**src/rtl/codestream_word_merger_pkg.sv**
```systemverilog
// rtl/codestream_word_merger_pkg.sv - shared widths, merge state and byte-merge helper
package codestream_word_merger_pkg;

  localparam int DATA_W       = 32;
  localparam int BE_W         = 4;
  localparam int ENTRY_META_W = DATA_W + BE_W;

  typedef enum logic {
    MS_EMPTY = 1'b0,
    MS_HOLD  = 1'b1
  } merge_state_e;

  typedef struct packed {
    logic [DATA_W-1:0] data;
    logic [BE_W-1:0]   mask;
  } merge_payload_t;

  // Overlay the enabled bytes of new_w onto old_w.
  function automatic logic [DATA_W-1:0] merge_bytes(
    input logic [DATA_W-1:0] old_w,
    input logic [DATA_W-1:0] new_w,
    input logic [BE_W-1:0]   be
  );
    logic [DATA_W-1:0] r;
    r = old_w;
    for (int i = 0; i < BE_W; i++) begin
      if (be[i]) begin
        r[8*i +: 8] = new_w[8*i +: 8];
      end
    end
    return r;
  endfunction

endpackage

```
**src/rtl/codestream_word_merger_if.sv**
```systemverilog
// rtl/codestream_word_merger_if.sv - write stream in, coalesced word stream out
interface codestream_word_merger_if
  import codestream_word_merger_pkg::*;
#(
  parameter int ADDR_WIDTH = 32
) ();

  logic [ADDR_WIDTH-1:0] wr_addr;
  logic [DATA_W-1:0]     wr_data;
  logic [BE_W-1:0]       wr_be;

  logic                  out_valid;
  logic [ADDR_WIDTH-1:0] out_addr;
  logic [DATA_W-1:0]     out_data;
  logic [BE_W-1:0]       out_strb;
  logic                  out_ready;

  modport master (
    input  wr_addr, wr_data, wr_be, out_ready,
    output out_valid, out_addr, out_data, out_strb
  );

  modport slave (
    output wr_addr, wr_data, wr_be, out_ready,
    input  out_valid, out_addr, out_data, out_strb
  );

endinterface

```
**src/rtl/codestream_word_merger_wfifo.sv**
```systemverilog
// rtl/codestream_word_merger_wfifo.sv - first-word fall-through word FIFO, push+pop allowed when full
module codestream_word_merger_wfifo #(
  parameter int ENTRY_W    = 68,
  parameter int FIFO_DEPTH = 16,
  parameter int FIFO_AW    = 4
) (
  input  logic               clk,
  input  logic               rst,
  input  logic               clr_i,
  input  logic               push_i,
  input  logic [ENTRY_W-1:0] push_data_i,
  input  logic               pop_i,
  output logic [ENTRY_W-1:0] head_o,
  output logic               full_o,
  output logic               empty_o,
  output logic [FIFO_AW:0]   level_o
);

  localparam logic [FIFO_AW:0] FULL_LEVEL = (FIFO_AW+1)'(FIFO_DEPTH);

  logic [ENTRY_W-1:0] mem_q [FIFO_DEPTH];
  logic [FIFO_AW-1:0] wr_ptr_q, wr_ptr_d;
  logic [FIFO_AW-1:0] rd_ptr_q, rd_ptr_d;
  logic [FIFO_AW:0]   level_q, level_d;
  logic               do_push;
  logic               do_pop;

  always_comb begin
    empty_o = (level_q == '0);
    full_o  = (level_q == FULL_LEVEL);
    do_pop  = pop_i & ~empty_o;
    // A full FIFO still takes a word when the head leaves in the same cycle.
    do_push = push_i & (~full_o | do_pop);
  end

  always_comb begin
    wr_ptr_d = wr_ptr_q;
    rd_ptr_d = rd_ptr_q;
    level_d  = level_q;
    if (do_push) begin
      wr_ptr_d = wr_ptr_q + FIFO_AW'(1);
    end
    if (do_pop) begin
      rd_ptr_d = rd_ptr_q + FIFO_AW'(1);
    end
    unique case ({do_push, do_pop})
      2'b10:   level_d = level_q + (FIFO_AW+1)'(1);
      2'b01:   level_d = level_q - (FIFO_AW+1)'(1);
      default: level_d = level_q;
    endcase
  end

  always_ff @(posedge clk or posedge rst) begin
    if (rst) begin
      wr_ptr_q <= '0;
      rd_ptr_q <= '0;
      level_q  <= '0;
    end else if (clr_i) begin
      wr_ptr_q <= '0;
      rd_ptr_q <= '0;
      level_q  <= '0;
    end else begin
      wr_ptr_q <= wr_ptr_d;
      rd_ptr_q <= rd_ptr_d;
      level_q  <= level_d;
    end
  end

  always_ff @(posedge clk) begin
    if (do_push) begin
      mem_q[wr_ptr_q] <= push_data_i;
    end
  end

  assign head_o  = empty_o ? '0 : mem_q[rd_ptr_q];
  assign level_o = level_q;

endmodule

```
**src/rtl/codestream_word_merger.sv**
```systemverilog
// rtl/codestream_word_merger.sv - coalesces byte-enabled writes per address and queues whole words
module codestream_word_merger
  import codestream_word_merger_pkg::*;
#(
  parameter int ADDR_WIDTH = 32,
  parameter int FIFO_DEPTH = 16,
  parameter int FIFO_AW    = 4
) (
  input  logic                      clk,
  input  logic                      rst,
  input  logic                      sync_clr_i,
  input  logic                      flush_i,
  codestream_word_merger_if.master  bus,
  output logic [FIFO_AW:0]          fifo_level_o,
  output logic                      overflow_o,
  output logic                      drain_done_o
);

  localparam int ENTRY_W = ADDR_WIDTH + ENTRY_META_W;

  merge_state_e          state_q, state_d;
  logic [ADDR_WIDTH-1:0] h_addr_q, h_addr_d;
  logic [DATA_W-1:0]     h_data_q, h_data_d;
  logic [BE_W-1:0]       h_mask_q, h_mask_d;
  logic                  flush_pend_q, flush_pend_d;
  logic                  overflow_q, overflow_d;
  logic                  drain_arm_q, drain_arm_d;

  logic                  write;
  logic                  push;
  logic                  pop;
  logic                  push_drop;
  logic                  drain_cond;
  logic                  fifo_full;
  logic                  fifo_empty;
  logic [ENTRY_W-1:0]    fifo_head;
  merge_payload_t        head_payload;

  assign write = |bus.wr_be;
  assign pop   = bus.out_valid & bus.out_ready;

  always_comb begin
    state_d      = state_q;
    h_addr_d     = h_addr_q;
    h_data_d     = h_data_q;
    h_mask_d     = h_mask_q;
    flush_pend_d = flush_pend_q;
    push         = 1'b0;
    if (write) begin
      // A flush that coincides with a write is deferred to the next idle cycle.
      if (flush_i) begin
        flush_pend_d = 1'b1;
      end
      if (state_q == MS_HOLD && bus.wr_addr == h_addr_q) begin
        h_data_d = merge_bytes(h_data_q, bus.wr_data, bus.wr_be);
        h_mask_d = h_mask_q | bus.wr_be;
      end else begin
        push     = (state_q == MS_HOLD);
        state_d  = MS_HOLD;
        h_addr_d = bus.wr_addr;
        h_data_d = bus.wr_data;
        h_mask_d = bus.wr_be;
      end
    end else begin
      flush_pend_d = 1'b0;
      if (state_q == MS_HOLD && (h_mask_q == '1 || flush_i || flush_pend_q)) begin
        push     = 1'b1;
        state_d  = MS_EMPTY;
        h_mask_d = '0;
      end
    end
  end

  always_comb begin
    push_drop    = push & fifo_full & ~pop;
    overflow_d   = overflow_q | push_drop;
    drain_cond   = (state_q == MS_EMPTY) & ~flush_pend_q & fifo_empty & ~write;
    drain_done_o = drain_arm_q & drain_cond & ~sync_clr_i;
    // Armed by each flush; a fresh write before the drain completes cancels the pulse.
    drain_arm_d  = drain_arm_q;
    if (flush_i) begin
      drain_arm_d = 1'b1;
    end else if (drain_done_o || write) begin
      drain_arm_d = 1'b0;
    end
  end

  always_ff @(posedge clk or posedge rst) begin
    if (rst) begin
      state_q      <= MS_EMPTY;
      h_addr_q     <= '0;
      h_data_q     <= '0;
      h_mask_q     <= '0;
      flush_pend_q <= 1'b0;
      overflow_q   <= 1'b0;
      drain_arm_q  <= 1'b0;
    end else if (sync_clr_i) begin
      state_q      <= MS_EMPTY;
      h_addr_q     <= '0;
      h_data_q     <= '0;
      h_mask_q     <= '0;
      flush_pend_q <= 1'b0;
      overflow_q   <= 1'b0;
      drain_arm_q  <= 1'b0;
    end else begin
      state_q      <= state_d;
      h_addr_q     <= h_addr_d;
      h_data_q     <= h_data_d;
      h_mask_q     <= h_mask_d;
      flush_pend_q <= flush_pend_d;
      overflow_q   <= overflow_d;
      drain_arm_q  <= drain_arm_d;
    end
  end

  codestream_word_merger_wfifo #(
    .ENTRY_W    (ENTRY_W),
    .FIFO_DEPTH (FIFO_DEPTH),
    .FIFO_AW    (FIFO_AW)
  ) u_wfifo (
    .clk         (clk),
    .rst         (rst),
    .clr_i       (sync_clr_i),
    .push_i      (push),
    .push_data_i ({h_addr_q, h_data_q, h_mask_q}),
    .pop_i       (pop),
    .head_o      (fifo_head),
    .full_o      (fifo_full),
    .empty_o     (fifo_empty),
    .level_o     (fifo_level_o)
  );

  assign head_payload  = fifo_head[ENTRY_META_W-1:0];
  assign bus.out_valid = ~fifo_empty;
  assign bus.out_addr  = fifo_head[ENTRY_W-1:ENTRY_META_W];
  assign bus.out_data  = head_payload.data;
  assign bus.out_strb  = head_payload.mask;
  assign overflow_o    = overflow_q;

endmodule

```
**src/flat_wrapper.sv**
```systemverilog
// flat-port wrapper written by rule: the top's interface ports become plain ports
module codestream_word_merger_flat import codestream_word_merger_pkg::*;
#(
  parameter int ADDR_WIDTH = 32,
  parameter int FIFO_DEPTH = 16,
  parameter int FIFO_AW    = 4
)
  (clk, rst, sync_clr_i, flush_i, fifo_level_o, overflow_o, drain_done_o, bus_wr_addr, bus_wr_data, bus_wr_be, bus_out_ready, bus_out_valid, bus_out_addr, bus_out_data, bus_out_strb);
  codestream_word_merger_if #(.ADDR_WIDTH(ADDR_WIDTH)) bus_i ();
  input  logic clk;
  input  logic rst;
  input  logic sync_clr_i;
  input  logic flush_i;
  output logic [FIFO_AW:0] fifo_level_o;
  output logic overflow_o;
  output logic drain_done_o;
  input wire logic [$bits(bus_i.wr_addr)-1:0] bus_wr_addr;
  input wire logic [$bits(bus_i.wr_data)-1:0] bus_wr_data;
  input wire logic [$bits(bus_i.wr_be)-1:0] bus_wr_be;
  input wire logic [$bits(bus_i.out_ready)-1:0] bus_out_ready;
  output wire logic [$bits(bus_i.out_valid)-1:0] bus_out_valid;
  output wire logic [$bits(bus_i.out_addr)-1:0] bus_out_addr;
  output wire logic [$bits(bus_i.out_data)-1:0] bus_out_data;
  output wire logic [$bits(bus_i.out_strb)-1:0] bus_out_strb;
  assign bus_i.wr_addr = bus_wr_addr;
  assign bus_i.wr_data = bus_wr_data;
  assign bus_i.wr_be = bus_wr_be;
  assign bus_i.out_ready = bus_out_ready;
  assign bus_out_valid = bus_i.out_valid;
  assign bus_out_addr = bus_i.out_addr;
  assign bus_out_data = bus_i.out_data;
  assign bus_out_strb = bus_i.out_strb;
  codestream_word_merger #(.ADDR_WIDTH(ADDR_WIDTH), .FIFO_DEPTH(FIFO_DEPTH), .FIFO_AW(FIFO_AW)) u_core (.clk(clk), .rst(rst), .sync_clr_i(sync_clr_i), .flush_i(flush_i), .bus(bus_i), .fifo_level_o(fifo_level_o), .overflow_o(overflow_o), .drain_done_o(drain_done_o));
endmodule
```
**config.mk**
```make
export PLATFORM = sky130hd
export DESIGN_NAME = codestream_word_merger_flat
export DESIGN_NICKNAME = d
export VERILOG_FILES = /design/src/rtl/codestream_word_merger_pkg.sv /design/src/rtl/codestream_word_merger_if.sv /design/src/rtl/codestream_word_merger_wfifo.sv /design/src/rtl/codestream_word_merger.sv /design/src/flat_wrapper.sv
export SDC_FILE = /design/constraint.sdc
export NUM_CORES = 1
export LEC_CHECK = 0
export CORE_MARGIN = 4
export CORE_UTILIZATION = 48
export CTS_BUF_LIST = sky130_fd_sc_hd__clkbuf_8
export DETAILED_ROUTE_END_ITERATION = 10
export SLEW_MARGIN = 30
export SYNTH_ARGS = -nofsm -noshare
export SYNTH_HDL_FRONTEND = slang
export SYNTH_HIERARCHICAL = 1
export SYNTH_SLANG_ARGS = --single-unit
```
**constraint.sdc**
```tcl
create_clock -name clk -period 4.6 [get_ports clk]
set_input_delay 1.38 -clock clk [delete_from_list [all_inputs] [get_ports clk]]
set_output_delay 1.38 -clock clk [all_outputs]
set_load 0.05 [all_outputs]
```
# --- Word level (Yosys, flattened, before mapping) ---
# Memory sizes are Yosys's and may differ from the RTL's.
# Index checks and enable logic that the tools add are counted.
word_totals:
  ff_bits: 85
  latch_bits: 0
  mem_bits_rw: 1088
  rom_bits: 0
  in_bits: 73
  output_inout_bits: 76
  elab_cells: 106
  mem_count: 1
classes:
  n_addsub: 4
  n_mul: 0
  div_mod_pow: 0
  n_lt_le_gt_ge: 0
  n_eq_ne: 12
  n_shift: 0
  mux: 37
  n_bitwise: 20
  reduce_logical: 19
mem_list:
  columns: ["name", "words", "word_bits", "rd", "rd_clocked_by_memory_dff", "write_ports", "line_no", "rtl"]
  rows:
  - ["u_core.u_wfifo.mem_q", 16, 68, 1, 0, 1, "codestream_word_merger_wfifo.sv:21", "logic [ENTRY_W-1:0] mem_q [FIFO_DEPTH];"]
ops:
  columns: ["operator", "n"]
  rows:
  - ["$mux W32", 6]
  - ["$mux W68", 1]
  - ["$eq A32 B32 Y1", 1]
  - ["$mux W4", 8]
  - ["$mux W8", 4]
  - ["$ne A3 B3 Y1 const B", 6]
  - ["$mux W1", 16]
  - ["$reduce_and A2 Y1", 6]
  - ["$and A1 B1 Y1", 10]
  - ["$pmux W5 S2", 1]
  - ["$reduce_bool A3 Y1", 3]
  - ["$add A4 B1 Y4 const B", 2]
  - ["$not A1 Y1", 7]
  - ["$reduce_bool A2 Y1", 3]
  - ["$add A5 B1 Y5 const B", 1]
  - ["$eq A5 B5 Y1 const B", 1]
  - ["$logic_not A5 Y1", 1]
  - ["$mux W5", 1]
  - ["$sub A5 B1 Y5 const B", 1]
  - ["$eq A4 B4 Y1 const B", 1]
  - ["$or A4 B4 Y4", 1]
  - ["$reduce_or A4 Y1", 1]
  - ["$logic_or A1 B1 Y1", 3]
  - ["$eq A2 B1 Y1 const B", 1]
  - ["4 further kinds", 6]

# --- Logic depth before layout (Yosys ltp) ---
# Gate-level depths: netlist of the first run.
depth:
  depth_word: 10
  ltp_mapped: 14
  depth_no_buf: 13

# --- Cells and area by module ---
# The synthesis of the first run kept the hierarchy.
by_module_without_submodules:
  columns: ["module", "n_inst", "cells_per_inst", "area_each_um2", "seq_area_each_um2"]
  rows:
  - ["codestream_word_merger_wfifo", 1, 1828, 42398.2, 32996.6]
  - ["codestream_word_merger", 1, 299, 3407.0, 1801.7]

# --- Worst setup path after synthesis of the first run ---
# No wires, ideal clock.
synth_path:
  path_type: "input-to-reg"
  startpoint: "input port bus_wr_be[2]"
  endpoint: "memory u_core.u_wfifo.mem_q[0][0] (enable)"
  setup_time_ns: 0.433
  arrival_ns: 4.884
  required_time_ns: 4.167
  slack_ns: -0.718
  cell_stages: 7
  n_path_buf: 1
  cell_sequence: "nor4_1 > clkbuf_1 > a21oi_1 > nor2b_1 > o21ai_0 > nor3_1 > and2_1"
synth_via:
  elab_chain_cells: 5
synth_rtl:
  columns: ["item", "line_no", "rtl"]
  rows:
  - ["start, declared", "flat_wrapper.sv:19", "input wire logic [$bits(bus_i.wr_be)-1:0] bus_wr_be;"]
  - ["$reduce_or A4 Y1", "codestream_word_merger.sv:39", "assign write = |bus.wr_be;"]
  - ["$mux W1", "codestream_word_merger.sv:49", "if (write) begin"]
  - ["via u_core.push", "codestream_word_merger.sv:30", "logic push;"]
  - ["$and A1 B1 Y1", "codestream_word_merger_wfifo.sv:33", "do_push = push_i & (~full_o | do_pop);"]
  - ["$mux W1", "codestream_word_merger_wfifo.sv:70", "if (do_push) begin"]
  - ["$mux W1 (implied by the code)", "codestream_word_merger_wfifo.sv:71", "mem_q[wr_ptr_q] <= push_data_i;"]
  - ["end, declared", "codestream_word_merger_wfifo.sv:21", null]
# The timed path passes the listed nets, and every way through them passes these cells.

# --- Worst setup path after layout of the first run ---
layout_path:
  startpoint: "register u_core.u_wfifo.level_q[0] (netlist: u_core/u_wfifo/level_o[0])"
  endpoint: "output port bus_out_addr[31]"
layout_via:
  elab_chain_cells: 2
layout_rtl:
  columns: ["item", "line_no", "rtl"]
  rows:
  - ["start, declared", "codestream_word_merger_wfifo.sv:24", "logic [FIFO_AW:0] level_q, level_d;"]
  - ["start signal, assigned", "codestream_word_merger_wfifo.sv:65", "level_q <= level_d;"]
  - ["$logic_not A5 Y1", "codestream_word_merger_wfifo.sv:29", "empty_o = (level_q == '0);"]
  - ["via u_core.fifo_empty", "codestream_word_merger.sv:35", "logic fifo_empty;"]
  - ["$mux W68", "codestream_word_merger_wfifo.sv:75", "assign head_o = empty_o ? '0 : mem_q[rd_ptr_q];"]
  - ["end, declared", "flat_wrapper.sv:22", "output wire logic [$bits(bus_i.out_addr)-1:0] bus_out_addr;"]
# The timed path passes the listed nets, and every way through them passes these cells.

==> results by group, run 1 <==
Status
  • Status: completed

Pwr
  • PwrDens: between 400 and 500 mW/mm²
  • Clock power share: 30.4%
  • Sw Share: between 30% and 40%
  • P_sw: ~0.008 W
  • Comb power frac: about a quarter
  • Leakage: 18.4 nW
  • Sequential share of power: 45.5%
  • Internal power: 0.0186 W
  • Maximum vdd drop: 0.000339 V

Layout
  • Post-layout util: 57.9%
  • Final-stage net count: 2627
  • Proportion of layout cells with a drive suffix above 1: 31.2%
  • Synthesis-to-finish area growth: 19.8%
  • Final instance area: 0.0549 mm²
  • Final cell count without fillers: 3964

Yosys
  • Sequential fraction of the synthesis area: 76.0%
  • Syn. warnings: 6
  • Share of the synthesized area in the top cell type: 71.3%
  • Seq cells post-synth: 1173
  • Main synth FF type: edfxtp_1
  • Syn nets: 2209
  • Synth area leader: edfxtp_1
  • Post-Syn Instances: 2127
  • Cell area after synthesis: 0.0458 mm²
  • Most common cell in the netlist: edfxtp_1
  • Syn avg cell area: between 20 and 25 µm²
  • Synth cell types: 50
  • Ys async rst share: 7.25%
  • Post-synth top cells: edfxtp_1, mux4_2, mux2i_1
  • Post-synth EDFFs: 1088
  • Area contributors post-synth: edfxtp_1, mux4_2, dfrtp_1

Placement
  • Gpl congestion: a little over 0.8
  • Post-Place Cell Area: 0.0503 mm²
  • Placed cell count: 3569
  • PortBufs: 148
  • HPWL after detailed placement: 65900 µm

Floorplan
  • # rows: 113
  • Die Wd: ~320 µm
  • # IOs: 149
  • Starting Density: 48.3%
  • Die footprint: about 0.10 mm²
  • Die H: roughly 320 µm
  • Core area: 0.0949 mm²

Timing
  • Fin crit share: 98.1%
  • Max-slew violations: 0
  • Fmax: roughly 220 MHz
  • Setup Skew: between 30 and 40 ps
  • Fin crit period: 4510 ps
  • Final setup fails: 0
  • Worst Max-Slew Pin Slew: around 850 ps
  • Hold Fails Final Rpt: 0
  • Rel. slew slack: 43.5%

Setup path
  • CP endpoint kind: output pin
  • Setup CP Type: reg2out
  • CP arrival: 3130 ps
  • Worst Path Max Fanout: 9
  • Critical path launch point type: flip-flop
  • CP required: 3220 ps

Global route
  • First-pass GRT wire length: 163000 µm
  • Vias in the first global route: 24400
  • Met1 usage: 30.5%
  • Met3 usage: 4.42%
  • Total GRT Usage: 22.4%
  • Gr ovfl total: 0
  • Met2 usage: 37.6%
  • Largest net degree at the start of global routing: 70
  • Initial antenna violation count: 1
  • GRT busiest layer: met2

CTS
  • Clock sink count: 1173
  • Num CTS Buffers: 188
  • CTS Hold Bufs: 0
  • CTS tree: built
  • Reg clk slew, reported paths: 60 ps
  • H-Tree Depth: 4
  • Bufs on Longest Clock Path: 3
  • Worst skew pair latency: between 800 and 900 ps
  • Clk Tree Root Cell: clkbuf_8

Route
  • Post-route ant nets: 0
  • Wire per inst: approximately 28 µm
  • WL final: 112000 µm
  • DR pass1 iterations: 5
  • Via count: approximately 23000
  • Vias per cell: 5.80
  • Initial DRC count: about 1900
  • DRC viols: 0

Run
  • Maximum Capacitance Violations: 0

Worst hold path
  • HP Class: reg2reg
-- placed cells by master, fill, tap and decap left out, types with 5 or more instances in the layout --
cell type / n
a211oi_2: 21
nor2b_1: 47
mux4_2: 272
clkdlybuf4s50_1: 77
a21oi_1: 9
ha_1: 8
o211ai_1: 5
nor2_1: 83
nand2b_1: 8
buf_12: 83
nand2_1: 5
buf_4: 144
xnor2_1: 33
edfxtp_1: 1088
nand3b_1: 5
a221o_1: 27
and3_4: 8
mux2i_1: 133
clkinv_2: 17
xor2_1: 5
buf_16: 12
dfrtp_1: 79
clkinv_1: 52
inv_8: 5
clkbuf_8: 197
a211oi_1: 62
clkinv_8: 5
nor3_1: 30
buf_6: 15
nand4_1: 9
inv_1: 71
clkbuf_16: 9
-- metrics by stage --
stage	hold slack (ps)	power (W)	setup TNS, ps	setup WS [ps]
floorplan	539	0.0162	0	20.1
global placement	552	0.0182	-164	-164
detailed placement	555	0.0183	-136	-136
CTS	564	0.0268	-229	-55.6
global route	586	0.0279	-3.98	-3.42
finish	559	0.0268	0	87.5
-- per-layer routing --
layer	part of all wire, %	vias to the layer above
met5	0	-
li1	-	9745
met2	51	706
met1	41	12400
met3	5.8	166
met4	1.9	0
-- state kept, by name, summed over array words and instances, names as in the netlist --
register / cells
u_core/drain_arm_q: 1
u_core/u_wfifo/rd_ptr_q: 4
u_core/u_wfifo/wr_ptr_q: 4
u_core/state_q: 1
u_core/flush_pend_q: 1
u_core/h_addr_q: 32
u_core/u_wfifo/level_o: 5
u_core/h_data_q: 32
u_core/overflow_o: 1
u_core/u_wfifo/mem_q: 1088
u_core/h_mask_q: 4
-- cell families after synthesis --
logic type	Yosys count	share of synthesized area (%)
buffers and inverters	134	1.51
adders and majority gates	9	0.262
and+or+nand+nor	224	2.70
muxes	408	16.3
xor gates and xnor gates	38	0.727
AOI/OAI and AO/OA	141	2.48
DFF	1173	76.0
-- repair_timing --
item	4_1_cts	5_1_grt
pin swaps	3	1
setup buffers	20	17
cloned	5	9
setup endpoints to repair	69	41
gates resized for setup	42	25
-- worst max-delay path, cell delays in order (launching register included) --
cell and delay [ps]:
dfrtp_2 430, or4_4 600, nor2_8 160, buf_12 160
nor2_4 100, buf_8 170, a221o_1 440, buf_6 200
-- power by group through the flow --
stage	Clock (W)	Combinational (W)	Sequential, W
after detailed placement	0	0.00582	0.0125
after global placement	0	0.00580	0.0124
after floorplan	0	0.00386	0.0124
final	0.00815	0.00645	0.0122
after CTS	0.00836	0.00624	0.0122
after global routing	0.00889	0.00678	0.0122
-- layout make-up --
cell class,instances,area [µm²]
Fill cell,6940,40000
Multi-Input combinational cell,820,10500
Clock buffer,197,2710
Timing Repair Buffer,348,4430
Antenna cell,2,5.00
Clock inverter,145,734
Inverter,14,58.8
Tap cell,1265,1580
Sequential cell,1173,34800
-- path summary, 6_finish.rpt --
kind                                           start                   endpoint  slack, ps  cells after the start
max reg2reg                       u_core/h_addr_q[1]  u_core/u_wfifo/level_o[4]        970                     13
min                                u_core/overflow_o          u_core/overflow_o        560                      2
max in group asynchronous                        rst        u_core/h_data_q[17]       2850                      3
min reg2reg                        u_core/overflow_o          u_core/overflow_o        560                      2
min in group asynchronous                        rst  u_core/u_wfifo/level_o[3]       1000                      2
max                        u_core/u_wfifo/level_o[0]           bus_out_addr[31]         90                      7
Note: power is estimated with default switching activity, not from simulation.
==> run 2: changes to the inputs <==
--- a/config.mk
+++ b/config.mk
@@ -7,7 +7,7 @@
 export LEC_CHECK = 0
 export CORE_MARGIN = 4
 export CORE_UTILIZATION = 48
-export CTS_BUF_LIST = sky130_fd_sc_hd__clkbuf_8
+export CTS_BUF_LIST = sky130_fd_sc_hd__clkbuf_2
 export DETAILED_ROUTE_END_ITERATION = 10
 export SLEW_MARGIN = 30
 export SYNTH_ARGS = -nofsm -noshare
==> run 2 against run 1 <==
  * The run now ends with setup timing left
  * Highest routed layer unchanged
  * First-iteration DRC count up 2.8%
  * Routed wire length up 4.3%
  * Setup slack worse by 620 ps
  * Critical path type unchanged
  * Via count up 5.5%
  * Critical path depth up 2
  * Largest cell class unchanged
  * Sequential share of layout area down 1.4 points
  * Die area unchanged
  * Register-to-register slack better by 30 ps
==> results by group, run 2 (synthesis gave the netlist of run 1 again) <==
Status
  • Status: complete, but fails checks
  • Failing checks: setup timing

Layout
  • Synthesis-to-finish area growth: 22.5%
  • Largest regs: u_core/u_wfifo/mem_q: 1088 flops, u_core/h_addr_q: 32 flops, u_core/h_data_q: 32 flops
  • Proportion of layout cells with a drive suffix above 1: 42.2%
  • Number of flip-flops under the largest register name: 1088
  • Commonest non-fill, non-tap cell in the layout: edfxtp_1
  • Largest Register: u_core/u_wfifo/mem_q
  • Fill count: 7015
  • Post-layout util: around three fifths
  • Final-stage net count: 2826
  • Commonest non-fill, non-tap cells in the layout: edfxtp_1, clkbuf_2, mux4_2

Setup path
  • R2r endpoint: u_core/u_wfifo/level_o[4]
  • CP endpoint kind: output pin
  • Worst Path Max Fanout: 6
  • FF-to-FF path depth: 13
  • Worst reg2reg path startpoint: u_core/h_addr_q[1]
  • Critical path launch point type: flip-flop
  • Setup CP Type: reg2out
  • R2R setup slack: 1000 ps
  • CP required: ~3200 ps
  • CP arrival: roughly 3800 ps
  • Setup crit start: u_core/u_wfifo/rd_ptr_q[1]

CTS
  • Clk Tree Root Cell: clkbuf_2
  • Clock sink count: 1173
  • Num CTS Buffers: between 300 and 400
  • Reg clk slew, reported paths: 120 ps
  • CTS Hold Bufs: 0
  • H-Tree Depth: 5
  • Bufs on Longest Clock Path: 4
  • Worst skew pair latency: 1520 ps
  • CTS tree: built

Global route
  • Total GRT Usage: 23.4%
  • First-pass GRT wire length: 169000 µm
  • Largest net degree at the start of global routing: 70
  • Vias in the first global route: 25700
  • Gr ovfl total: 0
  • Initial antenna violation count: 2

Run
  • Maximum Capacitance Violations: 0

Route
  • Via count: 24300
  • DRC viols: 0
  • Post-route ant nets: 0
  • Vias per cell: 5.71
  • Wire per inst: between 20 and 30 µm
  • Initial DRC count: 1952
  • WL final: 117000 µm
  • DR pass1 iterations: 5

Placement
  • PortBufs: 148
  • HPWL after detailed placement: ~66000 µm
  • Post-Place Worst Slack: -136 ps
  • Gpl congestion: 0.806

Timing
  • Fin crit period: 5130 ps
  • Fin crit share: 112%
  • Setup_tns: -28200 ps
  • RSZ-0062 raised after global routing: true
  • Fmax: 195 MHz
  • Max-slew violations: 0
  • Rel. slew slack: a little over a third
  • Setup Skew: 140 ps
  • Hold slack: 355 ps
  • Worst Max-Slew Pin Slew: 963 ps
  • Final WS setup: -529 ps
  • Final setup fails: 70
  • Hold Fails Final Rpt: 0

Pwr
  • Leakage: around 19 nW
  • Total power: 0.0271 W
  • PwrDens: 483 mW/mm²
  • Maximum vdd drop: approximately 0.00036 V

Floorplan
  • # rows: 113
  • Starting Density: 48.3%
  • Die footprint: approximately 0.10 mm²
  • # IOs: between 100 and 150
  • Core area: approximately 0.095 mm²
  • Die Wd: 317 µm
  • Die H: ~320 µm

Worst hold path
  • HP Class: in2async
-- run 2: repair_timing --
item,CTS,global route
endpoints found under the setup margin,70,70
gates resized for setup,199,97
cloned,22,12
buffers inserted,55,44
pin swaps,26,53
-- run 2: final cells by class --
class	instances	area, µm²	share of cell area [%]
Clock buffer	468	2340	4.17
Timing Repair Buffer	423	5870	10.5
Multi-Input combinational cell	820	11000	19.6
Inverter	14	58.8	0.105
Antenna cell	7	17.5	0.0312
Sequential cell	1173	34800	62.0
Clock inverter	76	435	0.776
Tap cell	1265	1580	2.82
-- run 2: where the power goes --
part	leakage [nW]	internal (W)	switching (W)
Combinational	6.11	0.00355	0.00429
Sequential	11.1	0.0119	0.000233
Clock	2.15	0.00297	0.00412
-- run 2: through the flow --
stage | cell area (µm²) | std cells
after floorplan | 45800 | 2127
after global placement | 50300 | 3566
after detailed placement | 50300 | 3569
after CTS | 55200 | 4190
after global routing | 56100 | 4244
final | 56100 | 4246
-- run 2: worst max-delay path by stage --
stage                                             to  slack [ps]  depth (start not counted)
after floorplan           u_core/u_wfifo/mem_q[0][0]          20                          7
after global placement     u_core/u_wfifo/level_o[4]        -160                         14
after global routing                bus_out_data[12]        -710                          8
after detailed placement   u_core/u_wfifo/level_o[4]        -140                         14
after CTS                            bus_out_strb[3]        -680                          7
final                                bus_out_strb[1]        -530                          9
-- run 2: layer usage --
layer | share of wire [%] | GRT usage (%) | up-vias
met1 | 40 | 31.0 | 12800
met5 | 0 | 0 | -
met4 | 2.1 | 7.23 | 0
li1 | - | - | 10300
met2 | 51 | 39.3 | 896
met3 | 6.2 | 5.12 | 186
-- run 2: worst max-delay path, cell delays in order (launching register included) --
cell and delay, ps:
dfrtp_4 560, buf_8 170, buf_12 150, buf_4 140
buf_12 140, buf_6 120, mux4_2 340, mux2i_2 80
a211oi_2 350, buf_6 210
